`src/rtl/ttt_turn_ctrl_if.sv`:
```
// Player-side signal bundle of the tic-tac-toe turn controller.
// master = menu/keypad/display side, slave = ttt_turn_ctrl.
interface ttt_turn_ctrl_if;
    logic        is_main;
    logic [3:0]  key_data;
    logic [17:0] board;
    logic        is_turn_o;
    logic [1:0]  result;
    logic [3:0]  move_cnt;
    logic        err;
    logic        busy;

    modport master (
        output is_main, key_data,
        input  board, is_turn_o, result, move_cnt, err, busy
    );

    modport slave (
        input  is_main, key_data,
        output board, is_turn_o, result, move_cnt, err, busy
    );
endinterface

```
`src/rtl/ttt_turn_ctrl.sv`:
```
// Tic-tac-toe turn controller: keypad press -> validate -> commit -> judge.
// The optional per-turn move timeout is compiled in with `define MOVE_TIMEOUT_EN.
module ttt_turn_ctrl #(
    parameter int unsigned TIMEOUT_CYCLES = 250000000,
    parameter int unsigned CNT_W          = 28
) (
    input  logic           clk,
    input  logic           rst,
    ttt_turn_ctrl_if.slave bus
);

    typedef enum logic [2:0] {
        IDLE, WAIT_KEY, CHECK, COMMIT, JUDGE, DONE
    } state_e;

    // Winning lines as cell masks (bit k-1 = cell k): rows, columns, diagonals.
    localparam logic [8:0] LINES [8] = '{9'h007, 9'h038, 9'h1C0, 9'h049,
                                         9'h092, 9'h124, 9'h111, 9'h054};

    if (CNT_W < $clog2(TIMEOUT_CYCLES + 1)) begin : g_cnt_w_check
        $error("CNT_W is too narrow to hold TIMEOUT_CYCLES");
    end

    state_e      state_q, state_d;
    logic [17:0] board_q, board_d;
    logic        turn_q, turn_d;
    logic [1:0]  result_q, result_d;
    logic [3:0]  move_cnt_q, move_cnt_d;
    logic [3:0]  code_q, code_d;
    logic [3:0]  key_q, key_d;
    logic        prev_zero_q, prev_zero_d;

    logic        press;
    logic        reject;
    logic        win;
    logic [8:0]  x_mask, o_mask, mover_mask, cell_sel;

    assign key_d       = bus.key_data;
    assign prev_zero_d = (key_q == 4'd0);
    assign press       = prev_zero_q && (key_q != 4'd0);

    always_comb begin
        for (int k = 0; k < 9; k++) begin
            o_mask[k] = board_q[17-2*k];
            x_mask[k] = board_q[16-2*k];
        end
    end

    assign mover_mask = turn_q ? o_mask : x_mask;
    // Codes 10..15 shift the one-hot off the top, leaving no cell selected.
    assign cell_sel   = 9'd1 << (code_q - 4'd1);
    assign reject     = (code_q > 4'd9) || ((cell_sel & (x_mask | o_mask)) != 9'd0);

    always_comb begin
        win = 1'b0;
        for (int i = 0; i < 8; i++) begin
            if ((mover_mask & LINES[i]) == LINES[i]) win = 1'b1;
        end
    end

`ifdef MOVE_TIMEOUT_EN
    logic [CNT_W-1:0] tmo_cnt_q, tmo_cnt_d;
    logic             expire;

    assign expire    = (tmo_cnt_q == CNT_W'(TIMEOUT_CYCLES - 1));
    // Counts only while waiting; every other state zeroes it, so each WAIT_KEY entry starts at 0.
    assign tmo_cnt_d = (state_q == WAIT_KEY && !press && !expire && !bus.is_main)
                       ? tmo_cnt_q + 1'b1 : '0;
`endif

    always_comb begin
        // NOTE: every signal driven here gets a default first, so no path can infer a latch.
        state_d    = state_q;
        board_d    = board_q;
        turn_d     = turn_q;
        result_d   = result_q;
        move_cnt_d = move_cnt_q;
        code_d     = code_q;

        case (state_q)
            IDLE: begin
                if (!bus.is_main) state_d = WAIT_KEY;
            end
            WAIT_KEY: begin
                if (press) begin
                    code_d  = key_q;
                    state_d = CHECK;
                end
`ifdef MOVE_TIMEOUT_EN
                else if (expire) begin
                    turn_d = ~turn_q;
                end
`endif
            end
            CHECK: begin
                state_d = reject ? WAIT_KEY : COMMIT;
            end
            COMMIT: begin
                for (int k = 0; k < 9; k++) begin
                    if (cell_sel[k]) begin
                        if (turn_q) board_d[17-2*k] = 1'b1;
                        else        board_d[16-2*k] = 1'b1;
                    end
                end
                move_cnt_d = move_cnt_q + 4'd1;
                state_d    = JUDGE;
            end
            JUDGE: begin
                if (win) begin
                    result_d = turn_q ? 2'b10 : 2'b01;
                    state_d  = DONE;
                end else if (move_cnt_q == 4'd9) begin
                    result_d = 2'b11;
                    state_d  = DONE;
                end else begin
                    turn_d  = ~turn_q;
                    state_d = WAIT_KEY;
                end
            end
            DONE: begin
                state_d = DONE;
            end
            default: begin
                state_d = IDLE;
            end
        endcase

        // Returning to the menu wins over everything, including a half-finished move.
        if (bus.is_main) begin
            state_d    = IDLE;
            board_d    = '0;
            turn_d     = 1'b0;
            result_d   = 2'b00;
            move_cnt_d = 4'd0;
            code_d     = 4'd0;
        end
    end

    // NOTE: non-blocking assignments so every flop samples the pre-edge values.
    always_ff @(posedge clk or posedge rst) begin
        if (rst) begin
            state_q     <= IDLE;
            board_q     <= '0;
            turn_q      <= 1'b0;
            result_q    <= 2'b00;
            move_cnt_q  <= 4'd0;
            code_q      <= 4'd0;
            // Non-zero reset value: a key held through reset looks already held and must be released first.
            key_q       <= 4'hF;
            prev_zero_q <= 1'b0;
        end else begin
            state_q     <= state_d;
            board_q     <= board_d;
            turn_q      <= turn_d;
            result_q    <= result_d;
            move_cnt_q  <= move_cnt_d;
            code_q      <= code_d;
            key_q       <= key_d;
            prev_zero_q <= prev_zero_d;
        end
    end

`ifdef MOVE_TIMEOUT_EN
    always_ff @(posedge clk or posedge rst) begin
        if (rst) tmo_cnt_q <= '0;
        else     tmo_cnt_q <= tmo_cnt_d;
    end
`endif

    assign bus.board     = board_q;
    assign bus.is_turn_o = turn_q;
    assign bus.result    = result_q;
    assign bus.move_cnt  = move_cnt_q;
    assign bus.err       = (state_q == CHECK) && reject;
    assign bus.busy      = (state_q == CHECK) || (state_q == COMMIT) || (state_q == JUDGE);

endmodule

```
`src/flat_wrapper.sv`:
```
// flat-port wrapper written by rule: the top's interface ports become plain ports
module ttt_turn_ctrl_flat 
#(
    parameter int unsigned TIMEOUT_CYCLES = 250000000,
    parameter int unsigned CNT_W          = 28
)
  (clk, rst, bus_is_main, bus_key_data, bus_board, bus_is_turn_o, bus_result, bus_move_cnt, bus_err, bus_busy);
  ttt_turn_ctrl_if bus_i ();
  input  logic clk;
  input  logic rst;
  input wire logic [$bits(bus_i.is_main)-1:0] bus_is_main;
  input wire logic [$bits(bus_i.key_data)-1:0] bus_key_data;
  output wire logic [$bits(bus_i.board)-1:0] bus_board;
  output wire logic [$bits(bus_i.is_turn_o)-1:0] bus_is_turn_o;
  output wire logic [$bits(bus_i.result)-1:0] bus_result;
  output wire logic [$bits(bus_i.move_cnt)-1:0] bus_move_cnt;
  output wire logic [$bits(bus_i.err)-1:0] bus_err;
  output wire logic [$bits(bus_i.busy)-1:0] bus_busy;
  assign bus_i.is_main = bus_is_main;
  assign bus_i.key_data = bus_key_data;
  assign bus_board = bus_i.board;
  assign bus_is_turn_o = bus_i.is_turn_o;
  assign bus_result = bus_i.result;
  assign bus_move_cnt = bus_i.move_cnt;
  assign bus_err = bus_i.err;
  assign bus_busy = bus_i.busy;
  ttt_turn_ctrl #(.TIMEOUT_CYCLES(TIMEOUT_CYCLES), .CNT_W(CNT_W)) u_core (.clk(clk), .rst(rst), .bus(bus_i));
endmodule
```
`config.mk`:
```
export PLATFORM = sky130hd
export DESIGN_NAME = ttt_turn_ctrl_flat
export DESIGN_NICKNAME = d
export VERILOG_FILES = /design/src/rtl/ttt_turn_ctrl_if.sv /design/src/rtl/ttt_turn_ctrl.sv /design/src/flat_wrapper.sv
export SDC_FILE = /design/constraint.sdc
export NUM_CORES = 1
export LEC_CHECK = 0
export CAP_MARGIN = 20
export CORE_MARGIN = 1.5
export CORE_UTILIZATION = 51
export CTS_BUF_LIST = sky130_fd_sc_hd__clkbuf_16
export CTS_CLUSTER_SIZE = 40
export DETAILED_ROUTE_END_ITERATION = 16
export PLACE_DENSITY = 0.76
export SLEW_MARGIN = 10
export SYNTH_ARGS = -nofsm -noshare
export SYNTH_HDL_FRONTEND = slang
export SYNTH_SLANG_ARGS = --single-unit
export TNS_END_PERCENT = 50
```
`constraint.sdc`:
```
create_clock -name clk -period 2.5 [get_ports clk]
set_clock_uncertainty 0.05 [all_clocks]
set_input_delay 0.625 -clock clk [delete_from_list [all_inputs] [get_ports clk]]
set_output_delay 0.625 -clock clk [all_outputs]
set_load 0.05 [all_outputs]
```
Word-level counts from Yosys, hierarchy flattened
Index checks and enable logic that the tools add are counted.
{"block": "word_totals", "output_inout_bits": 27, "reg_bits": 37, "word_cells": 137}
{"block": "op_classes", "add_sub_neg": 2, "bitwise": 3, "n_reduce_logical": 45, "n_lt_le_gt_ge": 1, "n_mux": 42, "n_eq_ne": 18, "shifts": 1}
{"operator": "AND reduction 3 bit", "n": 19}
{"operator": "2-to-1 mux 18 bit", "n": 2}
{"operator": "== test 3 bit, second input constant", "n": 10}
{"operator": "2-to-1 mux 2 bit", "n": 15}
{"operator": "nonzero test 2 bit", "n": 14}
{"operator": "2-to-1 mux 4 bit", "n": 5}
{"operator": "one-hot mux 3 bit (6 select lines)", "n": 1}
{"operator": "2-to-1 mux 1 bit", "n": 14}
{"operator": "2-to-1 mux 3 bit", "n": 4}
{"operator": "bitwise AND 9 bit", "n": 1}
{"operator": "2-to-1 mux 9 bit", "n": 1}
{"operator": "OR 9 bit", "n": 1}
{"operator": "nonzero test 9 bit", "n": 1}
{"operator": "<< shifter 1 x 4 -> 9 bit, first input constant", "n": 1}
{"operator": "== test 3 x 2 -> 1 bit, second input constant", "n": 2}
{"operator": "inequality test 2 bit, second input constant", "n": 3}
{"operator": "adder 4 x 1 -> 4 bit, second input constant", "n": 1}
{"operator": "== test 4 bit, second input constant", "n": 1}
{"operator": "greater-than comparator 4 bit, second input constant", "n": 1}
{"operator": "zero test 4 bit", "n": 1}
{"operator": "AND reduction 2 bit", "n": 2}
{"operator": "nonzero test 4 bit", "n": 1}
{"operator": "subtractor 4 x 1 -> 4 bit, second input constant", "n": 1}
{"operator": "== test 3 x 1 -> 1 bit, second input constant", "n": 1}
{"operator": "6 further kinds", "n": 9}

Logic depth before layout (Yosys ltp)
Gate-level depths: netlist of run 1.
{"block": "logic_depth", "ltp_word": 13, "mapped_depth": 7, "mapped_depth_nobuf": 7}

Worst setup path after synthesis of run 1
OpenSTA, ideal clock, no wires.
{"block": "synth_timing", "kind": "register to output", "start": "register u_core.code_q[2]", "end": "output port bus_err", "stages_incl_launch_ff": 7, "required_ns": 1.825, "setup_slack_ns": -0.159, "arrival_ns": 1.984, "n_path_buf": 1, "path_cell_list": "dfrtp_1 buf_2 nor4b_1 o21ai_0 and4_1 nand3_1 nor3b_2"}
{"block": "synth_between", "elab_chain_cells": 6}
{"element": "start: declaration", "line": "ttt_turn_ctrl.sv:29", "text": "logic [3:0] code_q, code_d;"}
{"element": "start signal: assignment", "line": "ttt_turn_ctrl.sv:157", "text": "code_q <= code_d;"}
{"element": "subtractor 4 x 1 -> 4 bit", "line": "ttt_turn_ctrl.sv:51", "text": "assign cell_sel = 9'd1 << (code_q - 4'd1);"}
{"element": "<< shifter 1 x 4 -> 9 bit", "line": "ttt_turn_ctrl.sv:51"}
{"element": "bitwise AND 9 bit", "line": "ttt_turn_ctrl.sv:52", "text": "assign reject = (code_q > 4'd9) || ((cell_sel & (x_mask | o_mask)) != 9'd0);"}
{"element": "nonzero test 9 bit", "line": "ttt_turn_ctrl.sv:52"}
{"element": "logical OR 1 bit (*)", "line": "ttt_turn_ctrl.sv:52"}
{"element": "logical AND 1 bit (*)", "line": "ttt_turn_ctrl.sv:174", "text": "assign bus.err = (state_q == CHECK) && reject;"}
{"element": "end: declaration", "line": "flat_wrapper.sv:17", "text": "output wire logic [$bits(bus_i.err)-1:0] bus_err;"}
Mark *: on every way between the ends. The rest lies on a longest branch, timed or not.

Worst setup path in the final report of run 1
Ends and elaborated chain as after synthesis.

==> summary.md, run 1 <==
| Metric | Value |
|---|---|
| Layout cells sized above 1 | 27.2% |
| Synth Flop Type | dfrtp_1 |
| Slew @ Worst Pin | 688 ps |
| Final worst path period share | 107% |
| PwrDens | 536 nW/um^2 |
| Final WS setup | -169 ps |
| Largest net degree at the start of global routing | 38 |
| Worst hold-check path type | flip-flop to flip-flop |
| Syn nets | about 200 |
| Final wirelength | around 6000 microns |
| Synthesized flop and latch total | 37 |
| Maximum vdd drop | 0.000503 V |
| Launch point of the worst path | u_core.code_q[2] |
| Remaining antenna violation count | 0 |
| Worst path cell trace | buf_4 -> nor4bb_4 -> o21ai_1 -> and3_1 -> nand3_2 -> nor3b_4 -> buf_12 |
| Post-synth EDFFs | 0 |
| Slew Viols, Final | 0 |
| Crit path largest cell delay | between 400 and 500 ps |
| Post-synth top cells | nor2_1 (41), dfrtp_1 (33), a21oi_1 (18) |
| RR Startpoint | u_core.key_q[1] |
| Nature of the critical path startpoint | flip-flop |
| CTS Sinks | 37 |
| Htree depth | 2 |
| N_diodes | 0 |
| Register area share after synthesis | 50.6% |
| Crit path kind | flip-flop to primary output |
| P&R area growth vs syn | 50.5% |
| Reg area | 936 sq um |
| CTS clk-pin slew, worst paths | 50 ps |
| Top cell type's share of synthesized area | between 40 and 50% |
| Dominant cells by area after synthesis | dfrtp_1 (45%), nor2_1 (8.4%), dfstp_2 (5.7%) |
| Leak pwr | 0.00114 uW |
| CP max FO | 4 |
| Failing checks | setup timing |
| Area occupied by multi-input gates | 958 sq um |
| Syn Inst Count | 189 |
| Port Buffer Count | 33 |
| GPL Wtd Cong | ~0.87 |
| Endpoint class of the critical path | primary output |
| Post-DP HPWL | 3310 microns |
| Crit path time final | 2670 ps |
| TritonCTS clock tree | built |
| Max_slew headroom | between 50% and 60% |
| RR Endpoint | u_core.code_q[0] |
| Hold Slack | between 500 and 600 ps |
| WP data arrival | 1990 ps |
| Unrepaired setup endpoints after global routing | true |
| Nets | 262 |
| Initial Utilization | between 50% and 60% |
| Worst-Skew Late Latency | 280 ps |
| Top-count cell post-synth | nor2_1 |
| Yosys Warn Count | 0 |
| First-pass GRT wire length | approximately 9500 microns |
| # setup viols final | 1 |
| Placed insts | 269 |
| Post-synth cell types | 40 |
| Vias in the first global route | 1867 |
| CP endpoint | bus_err |
| Synth Cell Area | 1840 sq um |
| Die Y | 63.1 microns |
| DRC | 0 |
| Number of CTS-inserted buffers | 5 |
| CTS Buffer Depth | 2 |
| CTS root buf | clkbuf_16 |
| Non-Filler Instances | 300 |
| Hold Buf Count CTS | 0 |
| GRT Total Usage | 31.5% |
| WL/cell | 20.3 microns |
| CP max stage cell | dfrtp_2 |
| Max Cap Viol | 0 |
| Die ar. | roughly 4000 sq um |
| Iter 0 DRT Violations | 155 |
| CORE AREA | between 3000 and 4000 sq um |
| Async SR Flop Fraction | 100% |
| Die W | 63.1 microns |
| Initial antenna violation count | 0 |
| Run status | finished, violations left |
| Cell row count | 21 |
| R2r setup slk | 440 ps |
| Max Fclk | 375 MHz |
| Worst path required time | approximately 1800 ps |
| Vias per cell | 6.17 |
| R2R cell count | 5 |
| Utilization after layout | between 80% and 90% |
| I/O Pins | 34 |
| Fill count | ~180 |
| Initial DRT Pass Iterations | 9 |
| GRT overflow | 0 |
| Final hold vios | 0 |
| Yosys top cell by area | dfrtp_1 |
| Routed vias | 1851 |
| Mapped Avg Cell Area | 9.73 sq um |
==> logic make-up (layout without fill, tap and decap cells) <==
logic type	Yosys count	after routing	synth area share, %
AND/OR/NAND/NOR	78	78	22.8
AO/OA/AOI/OAI	47	47	17.1
flip-flops	37	37	50.6
buffers and inverters	17	82	3.88
multiplexers	5	5	2.79
XOR/XNOR	3	3	1.43
adder cells (fa/ha/maj)	2	2	1.36
==> sequential cells by signal, indices dropped and copies added (netlist names) <==
name / cells
u_core.bus.board: 18
u_core.prev_zero_q: 1
u_core.bus.result: 2
u_core.state_q: 3
u_core.bus.is_turn_o: 1
u_core.code_q: 4
u_core.bus.move_cnt: 4
u_core.key_q: 4
==> layout make-up <==
| type | count | area share (%) |
|---|---|---|
| Clock buffer | 5 | 4.52 |
| Clock inverter | 3 | 2.35 |
| Inverter | 7 | 0.949 |
| Multi-Input combinational cell | 135 | 34.6 |
| Sequential cell | 37 | 33.8 |
| Tap cell | 46 | 2.08 |
| Timing Repair Buffer | 67 | 21.7 |
==> worst min-delay path by stage <==
stage / startpoint / to / slack, ps / cells past startpoint
floorplan: u_core.key_q[3] / u_core.code_q[3] / 500 / 2
global placement: u_core.bus.move_cnt[3] / u_core.bus.move_cnt[3] / 490 / 2
detailed placement: u_core.bus.board[2] / u_core.bus.board[2] / 500 / 2
CTS: u_core.bus.move_cnt[3] / u_core.bus.move_cnt[3] / 530 / 2
global route: u_core.bus.move_cnt[3] / u_core.bus.move_cnt[3] / 560 / 2
finish: u_core.bus.board[10] / u_core.bus.board[10] / 520 / 2
==> worst max-delay path, delay by kind of cell, from the launching register on <==
kind | cells | cell delay (ps)
AOI/OAI and AO/OA | 1 | 120
and+or+nand+nor | 4 | 820
DFF | 1 | 430
buffers and inverters | 2 | 330
==> placed cells by master, fill, tap and decap left out, types with 3 or more instances in the layout <==
cell / count
nor2_1: 41
clkdlybuf4s50_1: 31
buf_4: 29
dfrtp_1: 29
a21oi_1: 18
nand2_1: 9
inv_1: 7
nand2b_1: 7
a22oi_1: 7
o21ai_1: 6
clkbuf_16: 5
nor4b_4: 4
mux2i_1: 4
dfrtp_2: 4
dfstp_2: 4
nor4bb_4: 3
o32ai_1: 3
==> where the power goes <==
group / total (uW) / switching, uW / leakage, uW / internal [uW]
logic: 64.2 / 38.7 / 0.000554 / 25.5
registers: 615 / 6.66 / 0.000494 / 608
clock network: 806 / 237 / 0.0000938 / 569
total: 1490 / 282 / 0.00114 / 1200
==> layer usage <==
metal / vias up / share of wire (%) / GRT usage, %
li1: 798 / - / -
met1: 918 / 37 / 36.8
met2: 109 / 51 / 55.2
met3: 26 / 8.2 / 8.75
met4: 0 / 3.6 / 11.4
met5: - / 0 / 0
==> stage by stage <==
step / setup slack [ps] / total power (uW) / TNS, ps / cell area [sq um]
CTS: -48.0 / 1480 / -48.0 / 2740
detailed placement: -16.3 / 677 / -16.3 / 2280
floorplan: 2.96 / 653 / 0 / 1850
finish: -169 / 1490 / -169 / 2770
global route: -230 / 1530 / -230 / 2770
global placement: 139 / 674 / 0 / 2280
==> what timing repair did <==
action | CTS | global route
buffers inserted | 20 | 3
gates resized for setup | 31 | 3
endpoints found under the setup margin | 1 | 1
pin swaps | 8 | 6
Power figures use the tool's default switching activity.
==> run 2: changes to the inputs <==
SETUP_SLACK_MARGIN = 0.3   (was default)
==> summary.md, run 2 (synthesis gave the netlist of run 1 again) <==
| Metric | Value |
|---|---|
| Max FFs per register | 18 (unchanged) |
| Worst-Skew Late Latency | 280 ps (about the same) |
| Run status | finished, violations left (unchanged) |
| Crit path largest cell delay | 430 ps (about the same) |
| P&R area growth vs syn | 42.5% (was 50.5%) |
| CORE AREA | 3390 sq um (unchanged) |
| Worst hold-check path type | flip-flop to flip-flop (unchanged) |
| Htree depth | 2 (unchanged) |
| DRC | 0 (unchanged) |
| Vias in the first global route | 1773 (was 1867) |
| Most common library cell in the layout ignoring fill and taps | nor2_1 (unchanged) |
| Cell row count | 21 (unchanged) |
| Endpoint class of the critical path | primary output (unchanged) |
| Die Y | 63.1 microns (unchanged) |
| Nets | 247 (was 262) |
| Worst Path Buf+Inv | 2 (unchanged) |
| # setup viols final | 1 (unchanged) |
| Hold Slack | 524 ps (about the same) |
| Pre-CTS setup slack | -10.6 ps (was -16.3 ps) |
| N_diodes | 0 (unchanged) |
| Initial Utilization | 54.3% (unchanged) |
| Commonest cells after routing, fill and taps aside | nor2_1 (41), dfrtp_1 (31), a21oi_1 (18) (was nor2_1 (41), clkdlybuf4s50_1 (31), buf_4 (29), dfrtp_1 (29), a21oi_1 (18)) |
| Non-Filler Instances | 285 (was 300) |
| Initial antenna violation count | 0 (unchanged) |
| Crit path time final | 2670 ps (about the same) |
| Iter 0 DRT Violations | 156 (was 155) |
| Final wirelength | 5330 microns (was 6080 microns) |
| Final worst path period share | 107% (about the same) |
| Utilization after layout | 77.3% (was 81.7%) |
| Placed insts | 269 (unchanged) |
| CTS Buffer Depth | 2 (unchanged) |
| WP data arrival | 1990 ps (about the same) |
| Nature of the critical path startpoint | flip-flop (unchanged) |
| Final WS setup | -167 ps (was -169 ps) |
| Largest net degree at the start of global routing | 38 (unchanged) |
| CP max FO | 6 (was 4) |
| Worst path required time | 1820 ps (about the same) |
| Failing checks | setup timing (unchanged) |
| Worst path cell trace | buf_12 -> nor4b_4 -> o21ai_1 -> and3_1 -> nand3_2 -> nor3b_4 -> buf_12 (was buf_4 -> nor4bb_4 -> o21ai_1 -> and3_1 -> nand3_2 -> nor3b_4 -> buf_12) |
| GRT Total Usage | 29.2% (was 31.5%) |
| Initial DRT Pass Iterations | 5 (was 9) |
| Remaining antenna violation count | 0 (unchanged) |
| I/O Pins | 34 (unchanged) |
| Final hold vios | 0 (unchanged) |
| Vias per cell | 6.01 (was 6.17) |
| CP max stage cell | dfrtp_2 (unchanged) |
| Slew @ Worst Pin | 730 ps (was 688 ps) |
| Post-DP HPWL | 3340 microns (was 3310 microns) |
| Maximum vdd drop | 0.000339 V (was 0.000503 V) |
| Crit path kind | flip-flop to primary output (unchanged) |
| Max_slew headroom | 51.2% (was 54.0%) |
| Port Buffer Count | 33 (unchanged) |
| TritonCTS clock tree | built (unchanged) |
| CTS root buf | clkbuf_16 (unchanged) |
| Slew Viols, Final | 0 (unchanged) |
| Leak pwr | 0.00123 uW (was 0.00114 uW) |
| CTS Sinks | 37 (unchanged) |
| GPL Wtd Cong | 0.893 (was 0.868) |
| Cell family with most CP delay | simple AND/OR/NAND/NOR gates (unchanged) |
| Routed vias | 1714 (was 1851) |
| Layout cells sized above 1 | 19.7% (was 27.2%) |
| WL/cell | 18.7 microns (was 20.3 microns) |
| GRT overflow | 0 (unchanged) |
| CTS clk-pin slew, worst paths | 60 ps (was 50 ps) |
| First-pass GRT wire length | 8840 microns (was 9480 microns) |
| Max Cap Viol | 0 (unchanged) |
| Die W | 63.1 microns (unchanged) |
| Die ar. | 3980 sq um (unchanged) |
| Unrepaired setup endpoints after global routing | true (unchanged) |
| Number of CTS-inserted buffers | 5 (unchanged) |
| Cell mode on critical path | buf_12 |
| Max Fclk | 375 MHz (about the same) |
| PwrDens | 484 nW/um^2 (was 536 nW/um^2) |
## run 2: changes by cell type in the layout (fill, tap and decap cells not counted), sizes merged
cell           previous run  this run
dlygate4sd2               0        16
clkinv                    1         3
clkdlybuf4s50            31         9
dlymetal6s2s              0         6
buf                      34        21
bufinv                    2         0
clkbuf                    7         5
## run 2: routing by layer
metal / wire length [microns] / GRT usage [%] / vias to the layer above
met5: 0 / 0 / -
met4: 124 / 10.6 / 0
met3: 426 / 7.14 / 18
met2: 2670 / 48.8 / 98
met1: 2110 / 36.8 / 836
li1: - / - / 762
## run 2: repair_timing
| action | CTS | global route |
|---|---|---|
| pin swaps | 3 | 1 |
| buffers inserted | 7 | 1 |
| hold buffers | 0 | 0 |
| setup endpoints to repair | 17 | 7 |
| gates resized for setup | 26 | 6 |
## run 2: final timing paths
path / from / endpoint / slack (ps) / cells after the start
max in group asynchronous: rst / u_core.code_q[3] / 1330 / 3
worst min-delay path: u_core.bus.board[10] / u_core.bus.board[10] / 520 / 2
worst min register to register: u_core.bus.board[10] / u_core.bus.board[10] / 520 / 2
min in group asynchronous: rst / u_core.prev_zero_q / 720 / 3
worst max-delay path: u_core.code_q[3] / bus_err / -170 / 7
worst max register to register: u_core.bus.board[16] / u_core.bus.is_turn_o / 420 / 5
## run 2: through the flow
| stage | setup TNS [ps] | cell area, sq um | total power (uW) |
|---|---|---|---|
| floorplan | 0 | 1960 | 658 |
| global placement | 0 | 2380 | 679 |
| detailed placement | -10.6 | 2380 | 681 |
| CTS | -116 | 2600 | 1270 |
| global route | -207 | 2620 | 1310 |
| finish | -167 | 2620 | 1270 |
## run 2: power by group
group | switching, uW | total (uW) | internal (uW)
Clock | 234 | 594 | 360
Sequential | 6.46 | 615 | 608
Combinational | 36.7 | 60.5 | 23.8
## run 2: cell type report
cell class | instances | area [sq um]
multi-input cells | 135 | 953
flip-flops and latches | 37 | 933
fillers | 241 | 768
repair buffers | 52 | 513
clock buffers | 5 | 125
well taps | 46 | 57.6
inverters | 7 | 26.3
clock inverters | 3 | 12.5
## run 2: worst register-to-register path: cells and delay by family (launching register included)
kind             cells  cell delay [ps]
multiplexers         1              330
AO/OA/AOI/OAI        2              400
flip-flops           1              460
AND/OR/NAND/NOR      2              710
==> run 3: changes to the inputs <==
ABC_CLOCK_PERIOD_IN_PS = 2500   (was default)
CELL_PAD_IN_SITES_DETAIL_PLACEMENT = 0   (was default)
CELL_PAD_IN_SITES_GLOBAL_PLACEMENT = 2   (was default)
CORE_UTILIZATION = 32   (was 51)
GPL_TIMING_DRIVEN = 0   (was default)
PLACE_DENSITY = 0.77   (was 0.76)
==> summary.md, run 3 (synthesis gave the netlist of run 1 again) <==
| Metric | Value |
|---|---|
| Port Buffer Count | 32 (was 33) |
| RR Startpoint | u_core.bus.is_turn_o (was u_core.bus.board[16]) |
| GRT overflow | 0 (unchanged) |
| Worst Path Buf+Inv | 2 (unchanged) |
| Initial Utilization | 33.2% (was 54.3%) |
| Worst path required time | 1820 ps (about the same) |
| WL/cell | 16.1 microns (was 18.7 microns) |
| CTS Buffer Depth | 2 (unchanged) |
| Leak pwr | 0.00123 uW (about the same) |
| P&R area growth vs syn | 42.4% (was 42.5%) |
| Nature of the critical path startpoint | flip-flop (unchanged) |
| Endpoint class of the critical path | primary output (unchanged) |
| Die ar. | 6210 sq um (was 3980 sq um) |
| Die Y | 78.8 microns (was 63.1 microns) |
| Most common library cell in the layout ignoring fill and taps | nor2_1 (unchanged) |
| Routed vias | 1632 (was 1714) |
| CTS root buf | clkbuf_16 (unchanged) |
| Max Fclk | 383 MHz (was 375 MHz) |
| CP max FO | 10 (was 6) |
| Hold Buf Count CTS | 0 (unchanged) |
| Worst hold-check path type | flip-flop to flip-flop (unchanged) |
| WP data arrival | 1940 ps (was 1990 ps) |
| Nets | 246 (was 247) |
| Cell family with most CP delay | simple AND/OR/NAND/NOR gates (unchanged) |
| Crit path time final | 2610 ps (was 2670 ps) |
| R2r setup slk | 460 ps (was 420 ps) |
| Largest net degree at the start of global routing | 38 (unchanged) |
| Hold path depth | 2 (unchanged) |
| Iter 0 DRT Violations | 121 (was 156) |
| Post-DP HPWL | 3540 microns (was 3340 microns) |
| Final hold vios | 0 (unchanged) |
| Slew Viols, Final | 0 (unchanged) |
| CP max stage cell | dfrtp_1 (was dfrtp_2) |
| RR Endpoint | u_core.bus.is_turn_o (unchanged) |
| Launch point of the worst path | u_core.code_q[3] (unchanged) |
| Final worst path period share | 104% (was 107%) |
| Slew @ Worst Pin | 776 ps (was 730 ps) |
| Cell row count | 27 (was 21) |
| Hold Slack | 505 ps (was 524 ps) |
| Maximum vdd drop | 0.000245 V (was 0.000339 V) |
| Final wirelength | 4990 microns (was 5330 microns) |
| Unrepaired setup endpoints after global routing | true (unchanged) |
| Layout cells sized above 1 | 18.9% (was 19.7%) |
| First-pass GRT wire length | 8070 microns (was 8840 microns) |
| Vias in the first global route | 1598 (was 1773) |
| # setup viols final | 1 (unchanged) |
| Non-Filler Instances | 310 (was 285) |
| Remaining antenna violation count | 0 (unchanged) |
| Placed insts | 293 (was 269) |
| DRC | 0 (unchanged) |
| Vias per cell | 5.26 (was 6.01) |
| CTS clk-pin slew, worst paths | 50 ps (was 60 ps) |
| Failing checks | setup timing (unchanged) |
| Initial antenna violation count | 0 (unchanged) |
| Crit path largest cell delay | 410 ps (was 430 ps) |
| N_diodes | 0 (unchanged) |
| Worst-Skew Late Latency | 280 ps (about the same) |
| Cell mode on critical path | buf_6 (was buf_12) |
| Crit path kind | flip-flop to primary output (unchanged) |
| I/O Pins | 34 (unchanged) |
| Max_slew headroom | 48.1% (was 51.2%) |
| CTS Sinks | 37 (unchanged) |
| Max FFs per register | 18 (unchanged) |
| Worst path cell trace | buf_6 -> nor4b_4 -> o21ai_1 -> and4_1 -> nand3_2 -> nor3b_4 -> buf_6 (was buf_12 -> nor4b_4 -> o21ai_1 -> and3_1 -> nand3_2 -> nor3b_4 -> buf_12) |
| Final WS setup | -112 ps (was -167 ps) |
| Die W | 78.8 microns (was 63.1 microns) |
| Max Cap Viol | 0 (unchanged) |
| Htree depth | 2 (unchanged) |
| HP Start | u_core.bus.board[2] (was u_core.bus.board[10]) |
| Commonest cells after routing, fill and taps aside | nor2_1 (41), dfrtp_1 (33), a21oi_1 (18) (was nor2_1 (41), dfrtp_1 (31), a21oi_1 (18)) |
| TritonCTS clock tree | built (unchanged) |
| Number of CTS-inserted buffers | 5 (unchanged) |
| Hold EP | u_core.bus.board[2] (was u_core.bus.board[10]) |
| R2R cell count | 5 (unchanged) |
| GPL Wtd Cong | 0.858 (was 0.893) |
| GRT Total Usage | 17.0% (was 29.2%) |
| Initial DRT Pass Iterations | 5 (unchanged) |
| Run status | finished, violations left (unchanged) |
| PwrDens | 517 nW/um^2 (was 484 nW/um^2) |
| CORE AREA | 5540 sq um (was 3390 sq um) |
## run 3: changes by cell type in the layout (fill, tap and decap cells not counted), sizes merged
cell | previous run | this run
buf | 21 | 16
clkbuf | 5 | 10
clkdlybuf4s50 | 9 | 7
clkinv | 3 | 1
bufinv | 0 | 1
dlygate4sd2 | 16 | 17
inv | 7 | 8
## run 3: worst max-delay path by stage
stage	cells after the start	slack [ps]	endpoint
after floorplan	6	160	bus_err
after global placement	6	-710	bus_err
after detailed placement	6	-700	bus_err
after CTS	7	-130	bus_err
after global routing	7	-190	bus_err
final	7	-110	bus_err
## run 3: tightest hold or removal path: cells and delay by family (launching register included)
kind            cells  cell delay, ps
compound gates      1              50
flops               1             390
simple gates        1              70
## run 3: layer usage
| metal | wire, microns | up-vias | track usage, % |
|---|---|---|---|
| met2 | 2420 | 58 | 28.4 |
| met4 | 72 | 0 | 6.14 |
| li1 | - | 764 | - |
| met1 | 2210 | 800 | 21.9 |
| met3 | 286 | 10 | 3.33 |
| met5 | 0 | - | 0 |
## run 3: layout make-up
class                   instances  area (sq um)
repair buffers                 41           378
clock inverters                 3          37.5
multi-input cells             135           958
well taps                      72          90.1
flip-flops and latches         37           931
plain buffers                  10          72.6
fillers                       542          2920
clock buffers                   5           125
inverters                       7          26.3
## run 3: power breakdown
group / internal (uW) / switching, uW
clock network: 463 / 223
registers: 608 / 5.61
logic: 19.1 / 36.1
## run 3: timing repair
| item | in CTS | in global routing |
|---|---|---|
| pin swaps | 9 | 4 |
| setup buffers | 7 | 1 |
| cloned | 1 | 0 |
| setup endpoints to repair | 19 | 9 |
| resized for setup | 32 | 12 |
## run 3: stage by stage
stage          cell area [sq um]  setup WS, ps  TNS, ps  utilization [%]  total power [uW]
2_1_floorplan               1960           165        0                -               658
3_3_place_gp                2370          -705     -705             42.8               677
3_5_place_dp                2370          -702     -702             42.8               679
4_1_cts                     2590          -126     -126             46.7              1370
5_1_grt                     2620          -189     -189             47.3              1410
6_report                    2620          -112     -112             47.3              1350
